--- src/rtl/riscv_pkg.sv ---
// Shared definitions for the fetch front end: data width, NOP encoding,
// default reset address and the fetch FSM state encoding.
package riscv_pkg;

  localparam int XLEN = 32;

  localparam logic [XLEN-1:0] NOP_INSTR        = 32'h0000_0013;
  localparam logic [XLEN-1:0] DEFAULT_RESET_PC = 32'h0000_0000;

  typedef enum logic [1:0] {
    ST_IDLE  = 2'd0,
    ST_REQ   = 2'd1,
    ST_HOLD  = 2'd2,
    ST_DRAIN = 2'd3
  } fetch_state_e;

endpackage

--- src/rtl/pc_gen.sv ---
// Address arithmetic for fetch: sequential next address and branch target.
module pc_gen
  import riscv_pkg::*;
(
  input  logic [XLEN-1:0] pc_fetch,
  input  logic [XLEN-1:0] pc_out,
  input  logic [XLEN-1:0] imm_ext,
  output logic [XLEN-1:0] pc_next,
  output logic [XLEN-1:0] branch_target
);

  assign pc_next       = pc_fetch + XLEN'(4);
  assign branch_target = pc_out + imm_ext;

endmodule

--- src/rtl/fetch_unit.sv ---
// Instruction fetch: single-outstanding memory request, 1-entry skid, branch redirect.
// FETCH_MISALIGN_TRAP_EN: misaligned redirect target halts fetch and sets misalign_err.
//
// state    | meaning
// ST_IDLE  | no request; leaves for ST_REQ unless halted by a misalign trap
// ST_REQ   | request outstanding at pc_fetch
// ST_HOLD  | response parked in skid, waiting for decode to free the slot
// ST_DRAIN | redirected while a response is in flight; drop it, then refetch
module fetch_unit
  import riscv_pkg::*;
#(
  parameter logic [31:0] RESET_PC = DEFAULT_RESET_PC
) (
  input  logic        clk,
  input  logic        rst,
  input  logic        pc_src,
  input  logic [31:0] imm_ext,
  input  logic        stall,
  output logic        imem_req,
  output logic [31:0] imem_addr,
  input  logic [31:0] imem_rdata,
  input  logic        imem_valid,
  output logic [31:0] instr,
  output logic [31:0] pc_out,
  output logic [31:0] pc_plus4,
  output logic        instr_valid,
  output logic        misalign_err
);

  fetch_state_e    state;
  logic [XLEN-1:0] pc_fetch;
  logic [XLEN-1:0] pc_next;
  logic [XLEN-1:0] target_raw;
  logic [XLEN-1:0] target;
  logic [XLEN-1:0] skid_instr;
  logic [XLEN-1:0] skid_pc;
  logic            req_q;
  logic            consume;
  logic            redirect;
  logic            trap;

  pc_gen u_pc_gen (
    .pc_fetch      (pc_fetch),
    .pc_out        (pc_out),
    .imm_ext       (imm_ext),
    .pc_next       (pc_next),
    .branch_target (target_raw)
  );

  assign consume  = instr_valid && !stall;
  assign redirect = pc_src && consume;

`ifdef FETCH_MISALIGN_TRAP_EN
  assign target = target_raw;
  assign trap   = redirect && (target_raw[1:0] != 2'b00);
`else
  assign target       = target_raw & ~32'h3;
  assign trap         = 1'b0;
  assign misalign_err = 1'b0;
`endif

  assign imem_req  = req_q;
  assign imem_addr = pc_fetch;
  assign pc_plus4  = pc_out + XLEN'(4);

  always_ff @(posedge clk) begin
    if (rst) begin
      state       <= ST_IDLE;
      pc_fetch    <= RESET_PC;
      req_q       <= 1'b0;
      instr       <= NOP_INSTR;
      pc_out      <= RESET_PC;
      instr_valid <= 1'b0;
      skid_instr  <= '0;
      skid_pc     <= '0;
`ifdef FETCH_MISALIGN_TRAP_EN
      misalign_err <= 1'b0;
`endif
    end else begin
      // a consumed slot empties unless a branch below refills it
      if (consume) instr_valid <= 1'b0;
      if (trap) begin
`ifdef FETCH_MISALIGN_TRAP_EN
        misalign_err <= 1'b1;
`endif
        state       <= ST_IDLE;
        req_q       <= 1'b0;
        instr_valid <= 1'b0;
      end else begin
        case (state)
          ST_IDLE: begin
            if (!misalign_err) begin
              state <= ST_REQ;
              req_q <= 1'b1;
            end
          end
          ST_REQ: begin
            if (redirect) begin
              pc_fetch    <= target;
              instr_valid <= 1'b0;
              state       <= imem_valid ? ST_REQ : ST_DRAIN;
              req_q       <= imem_valid;
            end else if (imem_valid) begin
              pc_fetch <= pc_next;
              if (!instr_valid || consume) begin
                instr       <= imem_rdata;
                pc_out      <= pc_fetch;
                instr_valid <= 1'b1;
              end else begin
                skid_instr <= imem_rdata;
                skid_pc    <= pc_fetch;
                state      <= ST_HOLD;
                req_q      <= 1'b0;
              end
            end
          end
          ST_HOLD: begin
            if (redirect) begin
              pc_fetch    <= target;
              instr_valid <= 1'b0;
              state       <= ST_REQ;
              req_q       <= 1'b1;
            end else if (consume) begin
              instr       <= skid_instr;
              pc_out      <= skid_pc;
              instr_valid <= 1'b1;
              state       <= ST_REQ;
              req_q       <= 1'b1;
            end
          end
          ST_DRAIN: begin
            if (imem_valid) begin
              state <= ST_REQ;
              req_q <= 1'b1;
            end
          end
          default: begin
            state <= ST_IDLE;
            req_q <= 1'b0;
          end
        endcase
      end
    end
  end

endmodule

--- config.mk ---
export PLATFORM = sky130hd
export DESIGN_NAME = fetch_unit
export DESIGN_NICKNAME = d
export VERILOG_FILES = /design/src/rtl/riscv_pkg.sv /design/src/rtl/pc_gen.sv /design/src/rtl/fetch_unit.sv
export SDC_FILE = /design/constraint.sdc
export NUM_CORES = 1
export LEC_CHECK = 0
export CAP_MARGIN = 10
export CELL_PAD_IN_SITES_DETAIL_PLACEMENT = 0
export CELL_PAD_IN_SITES_GLOBAL_PLACEMENT = 2
export CORE_MARGIN = 2
export CORE_UTILIZATION = 26
export CTS_CLUSTER_DIAMETER = 200
export DETAILED_ROUTE_END_ITERATION = 16
export PLACE_DENSITY = 0.81
export SETUP_SLACK_MARGIN = 0.3
export SLEW_MARGIN = 40
export SYNTH_ARGS = -nofsm -noshare
export SYNTH_HDL_FRONTEND = slang
export SYNTH_SLANG_ARGS = --single-unit
export TNS_END_PERCENT = 100
--- constraint.sdc ---
create_clock -name clk -period 3.15 [get_ports clk]
set_input_delay 0.7875 -clock clk [delete_from_list [all_inputs] [get_ports clk]]
set_output_delay 0.7875 -clock clk [all_outputs]
set_load 0.1 [all_outputs]
== After elaboration in Yosys (flattened, before gate mapping) ==
Index checks and enable logic that the tools add are counted.
Widths: inputs -> output; s select.

* Equal/unequal tests: 13
* Reductions and logical operators: 11
* Add/sub/neg operators: 3
* Muxes and demuxes: 38
* Bitwise operators: 2

{| class="wikitable"
|+ Operator list
! operator !! count
|-
| $mux 32 || 13
|-
| $pmux 32 s2 || 3
|-
| $add 32x3->32 const B || 2
|-
| $add 32x32->32 || 1
|-
| $mux 2 || 7
|-
| $ne 2x2->1 const B || 7
|-
| $mux 1 || 12
|-
| $ne 3x3->1 const B || 3
|-
| $pmux 2 s4 || 1
|-
| $reduce_and 4->1 || 2
|-
| $reduce_and 6->1 || 1
|-
| $eq 2x2->1 const B || 2
|-
| $pmux 1 s4 || 1
|-
| $reduce_and 3->1 || 1
|-
| $eq 2x1->1 const B || 1
|-
| $logic_and 1x1->1 || 2
|-
| $logic_not 1->1 || 2
|-
| $logic_not 2->1 || 1
|-
| $not 1->1 || 2
|-
| $pmux 1 s2 || 1
|-
| $reduce_bool 2->1 || 1
|-
| $logic_or 1x1->1 || 1
|}

* Word-level logic and storage cells: 75
* Output and inout bits: 131
* Flip-flop bits (word level): 164

== Longest topological paths before layout ==
* Word-level depth: 7
* Depth in mapped cells: 12
* Gate-level depth less buffers: 10

== Hierarchy ==
A second synthesis with hierarchy kept.

* Cells, all modules: 1175
* Area total of the unflattened synthesis: 9753.1 um^2

{| class="wikitable"
|+ Modules (own cells, without submodules)
! module !! times used !! area an instance (um^2) !! cells an instance !! sequential area each (um^2)
|-
| fetch_unit || 1 || 7583.5 || 867 || 3283.1
|-
| pc_gen || 1 || 2169.6 || 308 || 0.0
|}

== Least setup slack after synthesis ==
OpenSTA, ideal clock, no wires.

* Kind: reg-to-output
* From: register pc_out[4]
* To: output port pc_plus4[29]
* Arrival time: 4.055 ns
* Data required time: 2.362 ns
* Buffers on the path: 0
* Stages on the path, launching flop included: 9
* Slack: -1.692 ns
* Path through: dfxtp_1 > and3_1 > and4_1 > nand2_1 > nor2_1 > and3_1 > nor2b_1 > nand3_1 > xnor2_1

* Word-level cells in the longest chain between the ends: 1

{| class="wikitable"
|+ Ends and longest elaborated chain
! what !! line !! text
|-
| start: declaration || fetch_unit.sv:24 || <nowiki>output logic [31:0] pc_out,</nowiki>
|-
| start signal: assignment || fetch_unit.sv:107 || <nowiki>pc_out <= pc_fetch;</nowiki>
|-
| start signal: assignment || fetch_unit.sv:125 || <nowiki>pc_out <= skid_pc;</nowiki>
|-
| $add 32x3->32 || fetch_unit.sv:64 || <nowiki>assign pc_plus4 = pc_out + XLEN'(4);</nowiki>
|-
| end: declaration || fetch_unit.sv:25 || <nowiki>output logic [31:0] pc_plus4,</nowiki>
|}

Every way passes these cells.

== Worst setup path after layout ==
* From: register pc_out[6]
* To: output port pc_plus4[31]

The elaborated chain is that of the path after synthesis.

==> results.sh <==
export IMPL_arrival_ns=2.44
export IMPL_critPathKind="reg -> out"
export IMPL_design_area_mm2=0.0134
export IMPL_cts_buffer_depth=2
export IMPL_htreeDepth=4
export IMPL_routed_wl_um=28600
export IMPL_drt_iter0_drc=381
export IMPL_stdcell_count=1817
export IMPL_rows=67
export IMPL_syn_area_mm2=0.00872
export IMPL_violations="setup timing"
export IMPL_finalHoldViolCount=0
export IMPL_global_route_usage_met1_pct=20.5
export IMPL_ys_async_sr_fraction_pct=0
export IMPL_syn_inst=1095
export IMPL_drive_gt1_share_pct=29.4
export IMPL_initial_core_util_pct=26.2
export IMPL_clkTransAtPathRegs_ns=0.07
export IMPL_grt_pass1_wl_um=45800
export IMPL_peakVddDrop_uv=340
export IMPL_core_area_mm2=0.0333
export IMPL_skew_ns=0.0124
export IMPL_cp_end_kind="output pin"
export IMPL_fin_tns_setup_ns=-0.160
export IMPL_design_power_total_mw=9.18
export IMPL_final_net_count=1459
export IMPL_synth_seq_cells=158
export IMPL_p_per_area_mw_per_mm2=687
export IMPL_status="finished with violations"
export IMPL_die_y_um=187
export IMPL_yosysUniqueCellTypes=66
export IMPL_ff_latch_area_mm2=0.00322
export IMPL_cts_buffers=17
export IMPL_fin_crit_sh_pct=102
export IMPL_cts_sinks=158
export IMPL_p_leak_nw=5.08
export IMPL_pre_cts_ws_ns=-0.412
export IMPL_slew_headroom_pct=51.6
export IMPL_setup_viol=3
export IMPL_grt_util_met3_pct=4.39
export IMPL_pin_count=200
export IMPL_ctsRootBufferMaster="clkbuf_16"
export IMPL_synthFlopType="dfxtp_1"
export IMPL_holdCritStartpoint="skid_instr[6]"
export IMPL_antenna_found_initial=0
export IMPL_grt_pass1_vias=8324
export IMPL_r2r_start="pc_out[5]"
export IMPL_dp_hpwl_um=20000
export IMPL_cap_violations=0
export IMPL_vias=8686
export IMPL_multiInputGateArea_mm2=0.00602
export IMPL_cts_tree="yes"
export IMPL_place_area_mm2=0.0122
export IMPL_seq_area_frac_synth_pct=36.3
export IMPL_fin_crit_ns=3.23
export IMPL_max_slew_worst_pin_slew_ns=0.726
export IMPL_die_area_mm2=0.0350
export IMPL_setup_slack_ns=-0.0760
export IMPL_dp_cells=1761
export IMPL_hold_class="reg -> reg"
export IMPL_gp_congestion=0.755
export IMPL_grt_ovfl_total=0
export IMPL_ys_warn_count=0
export IMPL_diodes=0
export IMPL_finalMaxSlewViolations=0
export IMPL_drc=0
export IMPL_area_growth_pct=53.2
export IMPL_fin_hold_ws_ns=0.453
export IMPL_ant_nets=0
export IMPL_crit_fanout=3
export IMPL_die_x_um=187
export IMPL_clock_latency_ns=0.44
export IMPL_grt_setup_unrepaired="true"
export IMPL_fmax_mhz=310
export IMPL_top_usage_layer="met2"
export IMPL_first_pass_iters=4
export IMPL_io_buffers=190
export IMPL_viasPerCell=4.78
export IMPL_synth_avg_cell_area_um2=7.96
export IMPL_utilization_pct=40.2
export IMPL_met2_usage_pct=27.8
export IMPL_required_ns=2.36
export IMPL_cp_start_kind="flip-flop"
export IMPL_fillers=3406
export IMPL_grt_max_degree=153
export IMPL_track_usage_pct=16.3
export IMPL_synth_edf_count=0
export IMPL_wl_per_cell_um=15.8
export IMPL_startpoint="pc_out[6]"
==> per-layer routing <==
| metal | part of all wire [%] | wire length (µm) |
|---|---|---|
| met1 | 45 | 12900 |
| met2 | 49 | 13900 |
| met3 | 5.3 | 1520 |
| met4 | 0.84 | 240 |
| met5 | 0 | 0 |
==> cells in the final DEF (no fill, tap or decap), types with 9 or more instances in the layout <==
| cell type | n |
|---|---|
| clkbuf_16 | 17 |
| inv_1 | 17 |
| a21o_1 | 10 |
| buf_12 | 27 |
| mux2i_1 | 65 |
| ha_4 | 10 |
| buf_4 | 212 |
| buf_6 | 10 |
| xnor2_1 | 14 |
| xnor2_4 | 15 |
| xor2_1 | 12 |
| nor2_1 | 105 |
| a21oi_1 | 113 |
| nand3_1 | 28 |
| nand4_1 | 9 |
| o21ai_0 | 32 |
| a211oi_1 | 69 |
| dfxtp_4 | 9 |
| and3_1 | 10 |
| nand2_1 | 171 |
| dfxtp_1 | 131 |
| ha_1 | 22 |
| dfxtp_2 | 18 |
| nor3_1 | 10 |
| clkdlybuf4s50_1 | 57 |
==> path summary, 6_finish.rpt <==
check                   to  slack [ns]  cells after the start
max           pc_plus4[31]       -0.08                      9
min          skid_instr[6]        0.45                      2
max reg2reg  imem_addr[22]        0.44                     11
min reg2reg  skid_instr[6]        0.45                      2
==> sequential cells by signal, summed over array words and instances, names as in the netlist <==
| register | flops |
|---|---|
| pc_out | 30 |
| skid_pc | 30 |
| imem_addr | 30 |
| instr_valid | 1 |
| state | 2 |
| skid_instr | 32 |
| instr | 32 |
| imem_req | 1 |
==> cells by family after synthesis <==
| family | synth area share [%] |
|---|---|
| compound gates | 22.3 |
| xor+xnor | 4.92 |
| fa+ha+maj | 4.88 |
| buf+inv | 4.48 |
| flops | 36.3 |
| mux | 7.59 |
| other cells | 0.0430 |
| simple gates | 19.5 |
==> cell type report <==
type                    count  area share, %
inverters                  17          0.478
multi-input cells         848           45.1
clock buffers              20           3.42
flip-flops and latches    158           24.1
repair buffers            314           21.5
well taps                 448           4.19
clock inverters            12           1.21
==> timing repair <==
action / 4_1_cts / 5_1_grt
gates resized for setup: 67 / 23
pin swaps: 35 / 23
setup endpoints to repair: 34 / 27
hold buffers: 0 / 0
buffers inserted: 10 / 14
==> cell usage after synthesis (all sizes together) (7+ instances only) <==
master | n | share of area [%]
a211oi | 71 | 6.1
a21o | 10 | 0.86
a21oi | 116 | 6.7
a31oi | 7 | 0.50
and3 | 18 | 1.3
buf | 26 | 1.5
clkbuf | 52 | 2.2
dfxtp | 158 | 36
ha | 34 | 4.9
inv | 17 | 0.73
mux2i | 65 | 7.5
nand2 | 180 | 7.7
nand2b | 7 | 0.50
nand3 | 33 | 1.9
nand4 | 9 | 0.65
nor2 | 110 | 4.7
nor3 | 11 | 0.69
o21ai | 37 | 2.3
xnor2 | 31 | 3.1
xor2 | 18 | 1.8
==> worst max-delay path, cell delays in order (launching register included) <==
cell,delay [ns]
dfxtp_4,0.34
and3_4,0.19
and4_4,0.25
nand2_4,0.07
nor2_4,0.12
and3_4,0.21
nor2b_4,0.27
nand3_4,0.13
xnor2_4,0.21
buf_12,0.19
==> report_power, final <==
group	total [mW]	internal (mW)	switching, mW	leakage, nW
Combinational	4.50	1.47	3.03	3.50
Sequential	2.47	2.20	0.271	1.30
Clock	2.21	1.30	0.911	0.289
(Power assumes the default switching activity.)
